[src/rtl/atm_pkg.sv]
// Shared encodings for the ATM session controller, keypad front end and display.
// State, status, input-style, menu and transaction codes are fixed binary values.
package atm_pkg;

    typedef logic [3:0] state_t;
    typedef logic [3:0] status_t;
    typedef logic [3:0] style_t;

    localparam state_t S_IDLE      = 4'd0;
    localparam state_t S_ACC_NUM   = 4'd1;
    localparam state_t S_PIN_INPUT = 4'd2;
    localparam state_t S_LOCKED    = 4'd3;
    localparam state_t S_MENU      = 4'd4;
    localparam state_t S_BALANCE   = 4'd5;
    localparam state_t S_CONV_SRC  = 4'd6;
    localparam state_t S_CONV_AMT  = 4'd7;
    localparam state_t S_CONV_DST  = 4'd8;
    localparam state_t S_WD_CUR    = 4'd9;
    localparam state_t S_WD_AMT    = 4'd10;
    localparam state_t S_XFER_ACC  = 4'd11;
    localparam state_t S_XFER_CUR  = 4'd12;
    localparam state_t S_XFER_AMT  = 4'd13;
    localparam state_t S_ERROR     = 4'd14;
    localparam state_t S_SUCCESS   = 4'd15;

    // Code 0 never arrives from the front end; it stands for "no qualified status".
    localparam status_t STAT_NONE           = 4'd0;
    localparam status_t STAT_ACC_FOUND      = 4'd1;
    localparam status_t STAT_ACC_NOT_FOUND  = 4'd2;
    localparam status_t STAT_PIN_CORRECT    = 4'd3;
    localparam status_t STAT_PIN_INCORRECT  = 4'd4;
    localparam status_t STAT_AMT_VALID      = 4'd5;
    localparam status_t STAT_AMT_INVALID    = 4'd6;
    localparam status_t STAT_EXIT           = 4'd7;
    localparam status_t STAT_INPUT_COMPLETE = 4'd8;

    localparam style_t STYLE_SINGLE_KEY      = 4'd1;
    localparam style_t STYLE_ACC_NUMBER      = 4'd2;
    localparam style_t STYLE_PIN_NUMBER      = 4'd3;
    localparam style_t STYLE_MENU_SELECTION  = 4'd4;
    localparam style_t STYLE_CURRENCY_TYPE   = 4'd5;
    localparam style_t STYLE_CURRENCY_AMOUNT = 4'd6;

    localparam logic [1:0] MENU_BALANCE  = 2'd0;
    localparam logic [1:0] MENU_CONVERT  = 2'd1;
    localparam logic [1:0] MENU_WITHDRAW = 2'd2;
    localparam logic [1:0] MENU_TRANSFER = 2'd3;

    localparam logic [1:0] TXN_CONVERT  = 2'd0;
    localparam logic [1:0] TXN_WITHDRAW = 2'd1;
    localparam logic [1:0] TXN_TRANSFER = 2'd2;

    function automatic style_t style_of(input state_t s);
        case (s)
            S_ACC_NUM, S_XFER_ACC:                        style_of = STYLE_ACC_NUMBER;
            S_PIN_INPUT:                                  style_of = STYLE_PIN_NUMBER;
            S_MENU:                                       style_of = STYLE_MENU_SELECTION;
            S_CONV_SRC, S_CONV_DST, S_WD_CUR, S_XFER_CUR: style_of = STYLE_CURRENCY_TYPE;
            S_CONV_AMT, S_WD_AMT, S_XFER_AMT:             style_of = STYLE_CURRENCY_AMOUNT;
            default:                                      style_of = STYLE_SINGLE_KEY;
        endcase
    endfunction

endpackage

[src/rtl/atm_session_ctrl_session_timer.sv]
// Loadable down-counter; expired is high while the count sits at zero.
// Shared by the inactivity timeout and the lockout interval.
module session_timer #(
    parameter int             W           = 4,
    parameter logic [W-1:0]   RESET_VALUE = '0
) (
    input  logic         clk,
    input  logic         rst_n,
    input  logic         load,
    input  logic [W-1:0] load_value,
    output logic         expired
);

    logic [W-1:0] count;

    // NOTE: sequential state uses non-blocking assignments so every register samples pre-edge values.
    always_ff @(posedge clk or negedge rst_n) begin
        if (!rst_n) begin
            count <= RESET_VALUE;
        end else if (load) begin
            count <= load_value;
        end else if (count != '0) begin
            count <= count - W'(1);
        end
    end

    assign expired = (count == '0);

endmodule

[src/rtl/atm_session_ctrl.sv]
// ATM session sequencer: account, PIN, menu and per-currency transaction flows,
// with PIN lockout, inactivity timeout and a registered ledger commit pulse.
module atm_session_ctrl
    import atm_pkg::*;
#(
    parameter int  NUM_CUR        = 4,
    parameter int  MAX_PIN_TRIES  = 3,
    parameter int  TIMEOUT_CYCLES = 1_000_000,
    parameter int  LOCK_CYCLES    = 10_000_000,
    localparam int CUR_W          = (NUM_CUR > 2) ? $clog2(NUM_CUR) : 1
) (
    input  logic             clk,
    input  logic             rst_n,
    input  logic             status_valid,
    input  logic [3:0]       status_code,
    input  logic             menu_valid,
    input  logic [1:0]       menu_sel,
    input  logic [CUR_W-1:0] cur_sel,
    output logic [3:0]       state_code,
    output logic [15:0]      state_led,
    output logic [3:0]       input_style,
    output logic             txn_valid,
    output logic [1:0]       txn_type,
    output logic [CUR_W-1:0] txn_src_cur,
    output logic [CUR_W-1:0] txn_dst_cur,
    output logic             lockout,
    output logic             timeout
);

    localparam int MAX_LOAD = (TIMEOUT_CYCLES > LOCK_CYCLES) ? TIMEOUT_CYCLES : LOCK_CYCLES;
    localparam int TMR_W    = $clog2(MAX_LOAD);
    localparam int TRY_W    = $clog2(MAX_PIN_TRIES + 1);

    // Loading N-1 makes the expiry cycle the N-th cycle after the load.
    localparam logic [TMR_W-1:0] TIMEOUT_LOAD = TMR_W'(TIMEOUT_CYCLES - 1);
    localparam logic [TMR_W-1:0] LOCK_LOAD    = TMR_W'(LOCK_CYCLES - 1);
    localparam logic [TRY_W-1:0] LAST_TRY     = TRY_W'(MAX_PIN_TRIES - 1);

    state_t             state, next_state;
    status_t            code;
    logic [TRY_W-1:0]   tries, tries_next;
    logic [CUR_W-1:0]   src, src_next;
    logic [CUR_W-1:0]   commit_dst;
    logic [1:0]         commit_type;
    logic               commit, timeout_hit;
    logic               event_hit, cur_ok, expired, tmr_load;
    logic [TMR_W-1:0]   tmr_value;

    assign code      = status_valid ? status_code : STAT_NONE;
    assign event_hit = status_valid || (menu_valid && state == S_MENU);
    assign cur_ok    = 32'(cur_sel) < NUM_CUR;

    // NOTE: every combinational output gets a default first, so no path leaves one unassigned (no latches).
    always_comb begin
        next_state  = state;
        tries_next  = tries;
        src_next    = src;
        commit      = 1'b0;
        commit_type = txn_type;
        commit_dst  = src;
        timeout_hit = 1'b0;

        case (state)
            S_IDLE: begin
                if (code == STAT_INPUT_COMPLETE) next_state = S_ACC_NUM;
            end
            S_ACC_NUM: begin
                if (code == STAT_ACC_FOUND) begin
                    next_state = S_PIN_INPUT;
                    tries_next = '0;
                end else if (code == STAT_ACC_NOT_FOUND) begin
                    next_state = S_IDLE;
                end
            end
            S_PIN_INPUT: begin
                if (code == STAT_PIN_CORRECT) begin
                    next_state = S_MENU;
                    tries_next = '0;
                end else if (code == STAT_PIN_INCORRECT) begin
                    tries_next = tries + TRY_W'(1);
                    if (tries == LAST_TRY) next_state = S_LOCKED;
                end
            end
            S_LOCKED: begin
                if (expired) begin
                    next_state = S_IDLE;
                    tries_next = '0;
                end
            end
            S_MENU: begin
                if (menu_valid) begin
                    case (menu_sel)
                        MENU_BALANCE:  next_state = S_BALANCE;
                        MENU_CONVERT:  next_state = S_CONV_SRC;
                        MENU_WITHDRAW: next_state = S_WD_CUR;
                        default:       next_state = S_XFER_ACC;
                    endcase
                end else if (code == STAT_EXIT) begin
                    next_state = S_IDLE;
                end
            end
            S_CONV_SRC, S_WD_CUR, S_XFER_CUR: begin
                if (code == STAT_INPUT_COMPLETE) begin
                    if (!cur_ok) begin
                        next_state = S_ERROR;
                    end else begin
                        src_next   = cur_sel;
                        next_state = (state == S_CONV_SRC) ? S_CONV_AMT :
                                     (state == S_WD_CUR)   ? S_WD_AMT   : S_XFER_AMT;
                    end
                end else if (code == STAT_EXIT) begin
                    next_state = S_MENU;
                end
            end
            S_XFER_ACC: begin
                if (code == STAT_ACC_FOUND)          next_state = S_XFER_CUR;
                else if (code == STAT_ACC_NOT_FOUND) next_state = S_ERROR;
                else if (code == STAT_EXIT)          next_state = S_MENU;
            end
            S_CONV_AMT: begin
                if (code == STAT_AMT_VALID)        next_state = S_CONV_DST;
                else if (code == STAT_AMT_INVALID) next_state = S_ERROR;
                else if (code == STAT_EXIT)        next_state = S_MENU;
            end
            S_CONV_DST: begin
                if (code == STAT_INPUT_COMPLETE) begin
                    if (!cur_ok || cur_sel == src) begin
                        next_state = S_ERROR;
                    end else begin
                        next_state  = S_SUCCESS;
                        commit      = 1'b1;
                        commit_type = TXN_CONVERT;
                        commit_dst  = cur_sel;
                    end
                end else if (code == STAT_EXIT) begin
                    next_state = S_MENU;
                end
            end
            S_WD_AMT, S_XFER_AMT: begin
                if (code == STAT_AMT_VALID) begin
                    next_state  = S_SUCCESS;
                    commit      = 1'b1;
                    commit_type = (state == S_WD_AMT) ? TXN_WITHDRAW : TXN_TRANSFER;
                end else if (code == STAT_AMT_INVALID) begin
                    next_state = S_ERROR;
                end else if (code == STAT_EXIT) begin
                    next_state = S_MENU;
                end
            end
            default: begin
                if (code == STAT_EXIT) next_state = S_MENU;
            end
        endcase

        // An event in the expiry cycle keeps the session alive.
        if (state != S_IDLE && state != S_LOCKED && !event_hit && expired) begin
            next_state  = S_IDLE;
            tries_next  = '0;
            commit      = 1'b0;
            timeout_hit = 1'b1;
        end
    end

    assign tmr_load  = (next_state != state) || (event_hit && state != S_LOCKED);
    assign tmr_value = (next_state == S_LOCKED) ? LOCK_LOAD : TIMEOUT_LOAD;

    session_timer #(
        .W           (TMR_W),
        .RESET_VALUE (TIMEOUT_LOAD)
    ) u_timer (
        .clk        (clk),
        .rst_n      (rst_n),
        .load       (tmr_load),
        .load_value (tmr_value),
        .expired    (expired)
    );

    always_ff @(posedge clk or negedge rst_n) begin
        if (!rst_n) begin
            state       <= S_IDLE;
            state_led   <= 16'h0001;
            input_style <= STYLE_SINGLE_KEY;
            tries       <= '0;
            src         <= '0;
            txn_valid   <= 1'b0;
            txn_type    <= TXN_CONVERT;
            txn_src_cur <= '0;
            txn_dst_cur <= '0;
            lockout     <= 1'b0;
            timeout     <= 1'b0;
        end else begin
            state       <= next_state;
            state_led   <= 16'd1 << next_state;
            input_style <= style_of(next_state);
            tries       <= tries_next;
            src         <= src_next;
            txn_valid   <= commit;
            lockout     <= (next_state == S_LOCKED);
            timeout     <= timeout_hit;
            if (commit) begin
                txn_type    <= commit_type;
                txn_src_cur <= src;
                txn_dst_cur <= commit_dst;
            end
        end
    end

    assign state_code = state;

endmodule

[config.mk]
export PLATFORM = sky130hd
export DESIGN_NAME = atm_session_ctrl
export DESIGN_NICKNAME = d
export VERILOG_FILES = /design/src/rtl/atm_pkg.sv /design/src/rtl/atm_session_ctrl_session_timer.sv /design/src/rtl/atm_session_ctrl.sv
export SDC_FILE = /design/constraint.sdc
export NUM_CORES = 1
export LEC_CHECK = 0
export ABC_AREA = 0
export ABC_CLOCK_PERIOD_IN_PS = 6500
export CAP_MARGIN = 20
export CORE_MARGIN = 4
export CORE_UTILIZATION = 25
export DETAILED_ROUTE_END_ITERATION = 8
export SETUP_SLACK_MARGIN = 0.05
export SLEW_MARGIN = 10
export SYNTH_ARGS = -nofsm -noshare
export SYNTH_HDL_FRONTEND = slang
export SYNTH_HIERARCHICAL = 1
export SYNTH_SLANG_ARGS = --single-unit
[constraint.sdc]
create_clock -name clk -period 6.5 [get_ports clk]
set_input_delay 0.975 -clock clk [delete_from_list [all_inputs] [get_ports clk]]
set_output_delay 0.975 -clock clk [all_outputs]
set_load 0.1 [all_outputs]
# == Word-level counts from Yosys, hierarchy flattened ==
# Memory sizes are Yosys's and may differ from the RTL's. A register that Yosys moved wholly into a read port is not among the register bits.
# Index checks and enable logic that the tools add are counted.
# word_totals
register_bits,61
latch_bits,0
mem_bits_rw,0
rom_bits,48
wordCells,118
memories,1
# classes
addsub,2
mul,0
n_div,0
n_lt_le_gt_ge,0
eq_ne,33
shifts,1
n_mux,47
bitwise,0
reduce_logical,22
# memory_table
name,depth,width,rd,rd_ports_with_merged_regs,wr,line,text
(no name shown),16,3,1,1,0,atm_pkg.sv:54,case (s)
# op_table
op,count
2-to-1 mux 4 bit,20
2-to-1 mux 24 bit,3
one-hot mux 4 bit (10 select lines),1
"== test 4 x 3 -> 1 bit, second input constant",7
"== test 4 bit, second input constant",7
logical NOT 24 bit,1
2-to-1 mux 2 bit,12
nonzero test 24 bit,1
"subtractor 24 x 1 -> 24 bit, second input constant",1
"== test 4 x 2 -> 1 bit, second input constant",5
"<< shifter 1 x 4 -> 16 bit, first input constant",1
one-hot mux 4 bit (3 select lines),1
"== test 4 x 1 -> 1 bit, second input constant",2
nonzero test 4 bit,2
2-to-1 mux 1 bit,6
"!= test 2 bit, second input constant",3
"!= test 3 bit, second input constant",2
one-hot mux 2 bit (3 select lines),1
logical AND 1 bit,5
AND reduction 5 bit,1
"== test 2 bit, second input constant",2
logical NOT 4 bit,1
"!= test 4 x 2 -> 1 bit, second input constant",1
!= test 4 bit,1
15 further kinds,18

# == Logic depth before layout (Yosys ltp) ==
# Gate-level depths: netlist of run 1.
# logic_depth
depth_word,10
depth_mapped,18
depth_no_buf,16

# == Hierarchy ==
# The synthesis of run 1 kept the hierarchy.
# by_module_without_submodules
mod,instances,cells_per_inst,area_each_um2
atm_session_ctrl,1,265,2504.9
session_timer,1,151,1492.7

# == Least setup slack after synthesis of run 1 ==
# Ideal clock, no wire load.
# synth_timing
kind,register to register
from,reg u_timer.count[0]
to,reg u_timer.count[23]
setup_time_ns,0.092
t_arrival_ns,3.594
t_required_ns,6.408
path_slack_ns,2.814
stages_incl_launch_ff,18
path_buffers,2
synth_period_minus_slack_ns,3.686
cell_sequence,dfstp_2 > inv_1 > ha_1 > nor4b_1 > nand4_2 > or2_4 > clkinv_8 > o311ai_2 > o32ai_1 > nand4_1 > o31ai_2 > inv_2 > a21oi_1 > or4_1 > clkbuf_1 > clkbuf_1 > nand2_1 > o31ai_2
# synth_between
elab_chain_cells,7
elab_cells_between_ends,14
cone_classes,add/sub (1); eq/ne (2); mux (6); reduce/logical (5)
# synth_lines
item,line,text
start: declaration,atm_session_ctrl_session_timer.sv:14,logic [W-1:0] count;
start signal: assignment,atm_session_ctrl_session_timer.sv:21,count <= load_value;
start signal: assignment,atm_session_ctrl_session_timer.sv:23,count <= count - W'(1);
logical NOT 24 bit (*),atm_session_ctrl_session_timer.sv:27,assign expired = (count == '0);
named net expired,atm_session_ctrl.sv:46,"logic event_hit, cur_ok, expired, tmr_load;"
2-to-1 mux 4 bit,atm_session_ctrl.sv:85,if (expired) begin
one-hot mux 4 bit (10 select lines),atm_session_ctrl.sv:63,case (state)
2-to-1 mux 4 bit (*),atm_session_ctrl.sv:156,if (state != S_IDLE && state != S_LOCKED && !event_hit && expired) begin
named net next_state[0],atm_session_ctrl.sv:39,"state_t state, next_state;"
!= test 4 bit (*),atm_session_ctrl.sv:164,assign tmr_load = (next_state != state) || (event_hit && state != S_LOCKED);
logical OR 1 bit (*),atm_session_ctrl.sv:164,
named net tmr_load,atm_session_ctrl.sv:46,
2-to-1 mux 24 bit / nonzero test 2 bit (equally long branches),n/a,
# Mark *: on every way through the listed nets, which the timed path passes. The rest lies on a longest branch. The select of a mux whose other input is x is not followed.
# A chain may end at the register's enable or synchronous reset.

# == Final worst setup path of run 1 ==
# layout_timing
from,in status_code[1]
to,reg u_timer.count[16]
# layout_between
elab_chain_cells,10
elab_cells_between_ends,32
cone_classes,eq/ne (10); mux (20); reduce/logical (2)
# layout_lines
item,line,text
start: declaration,atm_session_ctrl.sv:15,"input logic [3:0] status_code,"
2-to-1 mux 4 bit (*),atm_session_ctrl.sv:49,assign code = status_valid ? status_code : STAT_NONE;
== test 4 x 3 -> 1 bit,n/a,
2-to-1 mux 4 bit,n/a,
2-to-1 mux 4 bit (on tied branches),"atm_session_ctrl.sv:144, atm_session_ctrl.sv:117",
2-to-1 mux 4 bit (on tied branches),"atm_session_ctrl.sv:140, atm_session_ctrl.sv:116, atm_session_ctrl.sv:121",
one-hot mux 4 bit (10 select lines) (*),atm_session_ctrl.sv:63,
2-to-1 mux 4 bit (*),atm_session_ctrl.sv:156,
named net next_state[3],atm_session_ctrl.sv:39,
!= test 4 bit (*),atm_session_ctrl.sv:164,
logical OR 1 bit (*),atm_session_ctrl.sv:164,
named net tmr_load,atm_session_ctrl.sv:46,
2-to-1 mux 24 bit / nonzero test 2 bit (equally long branches),n/a,
# Mark *: on every way through the listed nets, which the timed path passes. The rest lies on a longest branch.

==> results of run 1 <==
==> critical path: stages <==
cell and delay, ns:
clkdlybuf4s50_1 0.73, or2_2 0.45, nand3_1 0.13, a221oi_2 0.10, o31ai_2 0.71, inv_2 0.22
xnor2_1 0.19, o21ai_0 0.10, or4_1 0.40, buf_4 0.27, nor2_4 0.22, a22o_1 0.16
==> flip-flops by register name, indices dropped and copies added, names as in the netlist <==
register       cells
input_style        3
lockout            1
src                2
state_code         4
state_led         16
timeout            1
tries              2
txn_dst_cur        2
txn_src_cur        2
txn_type           2
txn_valid          1
u_timer/count     24
==> per-stage QoR <==
step	power, mW	utilization
floorplan	1.83	-
global placement	2.12	0.297
detailed placement	2.13	0.297
CTS	2.72	0.321
global route	2.87	0.321
finish	2.70	0.321
==> path summary, 6_finish.rpt <==
kind,endpoint,slack [ns],startpoint
setup / recovery,u_timer/count[16],2.11,status_code[1]
hold / removal,txn_dst_cur[1],0.48,txn_dst_cur[1]
setup reg to reg,u_timer/count[16],2.20,u_timer/count[0]
hold reg to reg,txn_dst_cur[1],0.48,txn_dst_cur[1]
max in group asynchronous,u_timer/count[21],5.20,rst_n
min in group asynchronous,u_timer/count[8],0.81,rst_n
==> report_power, final <==
group	internal [mW]	switching [mW]
combinational	0.469	0.989
clock	0.396	0.170
sequential	0.512	0.167
total	1.38	1.33
==> per-layer routing <==
layer | vias to the layer above | GRT usage
met4 | 0 | 0.0430
li1 | 1584 | -
met1 | 1498 | 0.149
met2 | 85 | 0.172
met5 | - | 0
met3 | 16 | 0.0276
==> placed cells by master (no fill, tap or decap), types with 14 or more instances in the layout <==
| master | netlist | final |
|---|---|---|
| and3_1 | 14 | 14 |
| clkdlybuf4s50_1 | 0 | 42 |
| conb_1 | 2 | 15 |
| dfrtp_1 | 46 | 46 |
| dfstp_2 | 14 | 14 |
| nand2_1 | 38 | 38 |
| nor2_1 | 25 | 25 |
| nor3_1 | 15 | 15 |
| o21ai_0 | 27 | 27 |
| xor2_1 | 15 | 15 |
==> synthesized netlist by cell type, types with 3 or more instances <==
cell type,instances,area share
and3_1,14,0.022
nand2_1,38,0.036
nand2b_1,7,0.011
a21o_1,4,0.0075
mux2i_1,6,0.015
o21ai_0,27,0.034
ha_1,9,0.028
a211oi_1,3,0.0056
nor4_2,4,0.013
nor3_1,15,0.019
a31oi_1,4,0.0063
o31ai_1,9,0.017
inv_2,3,0.0028
o31ai_2,4,0.013
nor2b_1,6,0.0094
nand3b_1,3,0.0056
nand3_1,11,0.014
xor2_1,15,0.033
nand4_1,3,0.0047
dfstp_2,14,0.092
clkbuf_1,6,0.0056
xnor2_1,9,0.020
buf_4,10,0.019
buf_2,4,0.0050
inv_1,13,0.012
nor4_1,6,0.0094
mux2_2,7,0.020
buf_6,4,0.011
dfrtp_1,46,0.29
a21oi_1,13,0.016
and2_1,6,0.0094
nor2_1,25,0.023
a22o_1,7,0.015
==> cells by family (layout without fill, tap and decap cells) <==
| group | Yosys count | in the layout | synth area share |
|---|---|---|---|
| simple gates | 165 | 165 | 0.244 |
| compound gates | 100 | 100 | 0.195 |
| flops | 60 | 60 | 0.380 |
| buf+inv | 43 | 80 | 0.0642 |
| xor+xnor | 24 | 24 | 0.0526 |
| mux | 13 | 13 | 0.0347 |
| fa+ha+maj | 9 | 9 | 0.0282 |
| other cells | 2 | 15 | 0.00188 |
==> cell type report <==
| class | count | area (um2) | share of cell area |
|---|---|---|---|
| Multi-Input combinational cell | 326 | 2270 | 0.459 |
| Sequential cell | 60 | 1520 | 0.307 |
| Timing Repair Buffer | 47 | 455 | 0.0921 |
| Tap cell | 211 | 264 | 0.0534 |
| Inverter | 17 | 76.3 | 0.0154 |
| Clock buffer | 11 | 253 | 0.0511 |
| Clock inverter | 5 | 108 | 0.0218 |
==> run_results.csv, run 1 <==
group,metric,value,unit
status,status,"finished clean",
sta,final_max_slew_viol_count,0,
detailed_routing,routedWlPerCell,14.6,um
sta,setup_viol,0,
global_routing,grt_use_total,0.111,
synthesis,ys_types,80,
global_routing,grt_pass1_wl,16.2,mm
sta,worst_pin_slew,0.995,ns
detailed_routing,viasPerCell,4.70,
final_layout,instances_no_fill,677,
placement,dp_slack,1.82,ns
floorplanning,rows,45,
clock_network,root_buffer,"clkbuf_16",
detailed_routing,drcViolationCount,0,
run,drv_cap,0,
floorplanning,die_y,134,um
detailed_routing,wl_met1,4.51,mm
sta,slew_headroom,0.335,
sta,period_needed,4.39,ns
final_layout,area_growth_syn_to_layout,23.7,%
power_and_ir_drop,cellPowerDensity,547,nW/um2
sta,grt_setup_unrepaired,"no",
sta,worst_clock_skew,0.00549,ns
global_routing,grt_pass1_vias,3115,
synthesis,syn_area,4000,um2
floorplanning,start_util,0.259,
synthesis,synth_seq_cells,60,
synthesis,synth_ff_type,"dfrtp_1",
final_layout,finalNetCount,482,
placement,dp_hpwl,7.02,mm
detailed_routing,met3WireLength,492,um
final_layout,num_antenna_cells,0,
clock_network,cts_buffers,9,
clock_network,postCtsSetupBuffers,0,
sta,fin_crit_sh,0.676,
detailed_routing,top_layer_used,"met4",
clock_network,cts_hold_buffers,0,
setup_path,cp.required,6.77,ns
global_routing,grt_max_degree,61,
detailed_routing,drt_iter0_drc,188,
setup_path,worstSetupPathType,"input port to register",
detailed_routing,drtAntennaViolNets,0,
clock_network,clock_path_buffers,2,
final_layout,drive_gt1_frac,0.159,
synthesis,seq_area_frac_synth,0.380,
sta,worst_slack,2.11,ns
setup_path,end_kind,"register",
global_routing,gr-total-overflow,0,
detailed_routing,vias,3183,
sta,hold_violations,0,
detailed_routing,route.met2.wl,4.67,mm
detailed_routing,firstDrtPassIters,6,
placement,io_buffers,43,
clock_network,ctsResizeCount,0,
clock_network,cts_tree,"done",
synthesis,ys_warn_count,9,
clock_network,cts_sinks,60,
sta,hold-worst-slack,0.477,ns
floorplanning,die-area,18100,um2
synthesis,synth.avg_cell_area,9.61,um2
sta,tns,0,ns
min_path,holdPathStages,2,
final_layout,finalInstanceArea,4950,um2
detailed_routing,wl,9.89,mm
placement,routabilityCongestion,0.963,
synthesis,synth-async-reset-ratio,1.00,
setup_path,arrival,4.66,ns
floorplanning,core,15400,um2
power_and_ir_drop,ir_drop,148,uV
placement,dp_cells,661,
power_and_ir_drop,p_leak,2.01,nW
floorplanning,die_x,134,um
sta,timing.fmax,228,MHz
clock_network,htreeDepth,3,
clock_network,clock_latency,0.33,ns
floorplanning,ios,45,
synthesis,postSynthCellCount,416,
clock_network,clk_pin_slew,0.05,ns
global_routing,antenna_found_initial,0,
final_layout,fill_cells,1617,
min_path,min_path_type,"register to register",
synthesis,synth-edff-count,0,
setup_path,path_max_fanout,41,
setup_path,start_kind,"input port",
setup_path,r2r_cells,17,
placement,place_area,4590,um2
Note: power is estimated with default switching activity, not from simulation.
==> inputs of run 2 (changes only) <==
ABC_CLOCK_PERIOD_IN_PS = 3700   (was 6500)
clock period = 3.7 ns   (was 6.5 ns; I/O delays follow)
==> run_results.csv, run 2 (synthesized netlist as in run 1, its figures left out) <==
group,metric,value,unit
power_and_ir_drop,ir_drop,337,uV
status,status,"finished clean",
clock_network,clock_path_buffers,2,
power_and_ir_drop,power.share.clock,0.172,
setup_path,path_buf_inv,4,
detailed_routing,wl,10.4,mm
detailed_routing,firstDrtPassIters,4,
sta,tns,0,ns
final_layout,layout_common_cells,"46 x dfrtp_1, 38 x nand2_1, 38 x clkdlybuf4s50_1, 27 x o21ai_0",
detailed_routing,drcViolationCount,0,
setup_path,path_depth,16,
clock_network,root_buffer,"clkbuf_16",
setup_path,path_max_fanout,41,
final_layout,fin_util,0.331,
final_layout,largest_reg_flops,24,
clock_network,cts_hold_buffers,0,
detailed_routing,vias,3306,
sta,timing.fmax,286,MHz
power_and_ir_drop,intPower,2.41,mW
floorplanning,start_util,0.259,
final_layout,layout_commonest_cell,"dfrtp_1",
final_layout,instances_no_fill,697,
final_layout,finalNetCount,502,
global_routing,grt_use_total,0.117,
power_and_ir_drop,power_switching,2.44,mW
placement,place_area,4740,um2
setup_path,end_kind,"register",
floorplanning,die_x,134,um
setup_path,critical_path.top_delay_family,"simple AND/OR/NAND/NOR gates",
global_routing,gr-total-overflow,0,
sta,worst_pin_slew,0.992,ns
sta,worst_clock_skew,0.00676,ns
setup_path,crit_chain,"inv_1 -> ha_1 -> nor4b_4 -> nand4_2 -> or2_4 -> clkinv_8 -> o311ai_4 -> o32ai_1 -> nand4_1 -> o31ai_4 -> inv_2 -> a21oi_1 -> or4_1 -> buf_12 -> nor2_4 -> a22o_1",
final_layout,drive_gt1_frac,0.212,
final_layout,num_antenna_cells,0,
sta,fin_crit_sh,0.945,
final_layout,area_growth_syn_to_layout,27.8,%
placement,dp_cells,680,
clock_network,cts_tree,"done",
floorplanning,ios,45,
clock_network,cts_sinks,60,
sta,final_max_slew_viol_count,0,
sta,hold_violations,0,
detailed_routing,drt_iter0_drc,210,
clock_network,clock_latency,0.32,ns
floorplanning,die-area,18100,um2
global_routing,grt_pass1_wl,17.2,mm
run,drv_cap,0,
final_layout,finalInstanceArea,5110,um2
clock_network,clk_pin_slew,0.05,ns
power_and_ir_drop,switching_share,0.502,
placement,routabilityCongestion,0.912,
placement,dp_slack,0.0599,ns
setup_path,arrival,3.75,ns
global_routing,grt_pass1_vias,3330,
sta,period_needed,3.50,ns
final_layout,regMostFlops,"u_timer/count",
power_and_ir_drop,power_frac_comb,0.589,
detailed_routing,drtAntennaViolNets,0,
sta,slew_headroom,0.337,
setup_path,crit_slowest_cell,"or4_1",
sta,setup_viol,0,
floorplanning,core,15400,um2
global_routing,antenna_found_initial,0,
sta,worst_slack,0.203,ns
placement,dp_hpwl,7.56,mm
floorplanning,rows,45,
power_and_ir_drop,seq_power_share,0.240,
setup_path,max_stage_delay,0.57,ns
power_and_ir_drop,cellPowerDensity,949,nW/um2
floorplanning,die_y,134,um
setup_path,start_kind,"register",
detailed_routing,routedWlPerCell,14.9,um
placement,io_buffers,43,
setup_path,worstSetupPathType,"register to register",
global_routing,grt_max_degree,42,
clock_network,htreeDepth,3,
power_and_ir_drop,p_leak,2.11,nW
clock_network,cts_buffers,9,
min_path,min_path_type,"input port to async pin",
detailed_routing,viasPerCell,4.74,
setup_path,cp.required,3.96,ns
sta,grt_setup_unrepaired,"no",
setup_path,r2r_cells,16,
run 2: changes by cell type in the layout (fill, tap and decap cells not counted), sizes merged:
cell and delta:
inv +1, buf +24, clkinv +3, clkbuf -2, bufinv -2, clkdlybuf4s50 -4
run 2: power groups by stage:
stage,Sequential [mW],Clock [mW],Combinational [mW]
after CTS,1.15,0.854,2.80
after detailed placement,1.16,0,2.79
after global routing,1.20,0.889,3.06
final,1.16,0.832,2.86
after floorplan,1.76,0,1.45
after global placement,1.15,0,2.77
run 2: cell type report:
| class | instances | area [um2] |
|---|---|---|
| Clock inverter | 7 | 75.1 |
| Fill cell | 1616 | 10300 |
| Timing Repair Buffer | 67 | 618 |
| Multi-Input combinational cell | 326 | 2330 |
| Inverter | 17 | 76.3 |
| Tap cell | 211 | 264 |
| Clock buffer | 9 | 225 |
| Sequential cell | 60 | 1520 |
run 2: worst paths after layout:
check,start,slack (ns),endpoint
setup reg to reg,u_timer/count[0],0.20,u_timer/count[20]
min in group clk,txn_type[1],0.48,txn_type[1]
hold reg to reg,txn_type[1],0.48,txn_type[1]
hold / removal,rst_n,0.23,lockout
max in group asynchronous,rst_n,2.59,u_timer/count[19]
setup / recovery,u_timer/count[0],0.20,u_timer/count[20]
run 2: worst register-to-register path, stage by stage, from the launching register on:
cell,delay (ns)
dfstp_2,0.55
inv_1,0.08
ha_1,0.20
nor4b_4,0.13
nand4_2,0.10
or2_4,0.18
clkinv_8,0.11
o311ai_4,0.32
o32ai_1,0.12
nand4_1,0.20
o31ai_4,0.11
inv_2,0.13
a21oi_1,0.08
or4_1,0.57
buf_12,0.21
nor2_4,0.19
a22o_1,0.16
run 2: stage by stage:
stage	hold WS, ns	total power, mW
floorplan	0.259	3.21
global placement	0.467	3.92
detailed placement	0.478	3.95
CTS	0.235	4.80
global route	0.267	5.15
finish	0.228	4.85
run 2: repair_timing:
| item | in CTS | in global routing |
|---|---|---|
| setup endpoints to repair | 0 | 25 |
| gates resized for setup | 0 | 9 |
| setup buffers | 0 | 1 |
run 2: routing by layer:
metal | up-vias | share of wire | track usage
li1 | 1630 | - | -
met1 | 1590 | 0.46 | 0.156
met4 | 0 | 0.014 | 0.0345
met3 | 13 | 0.038 | 0.0283
met2 | 73 | 0.48 | 0.188
met5 | - | 0 | 0
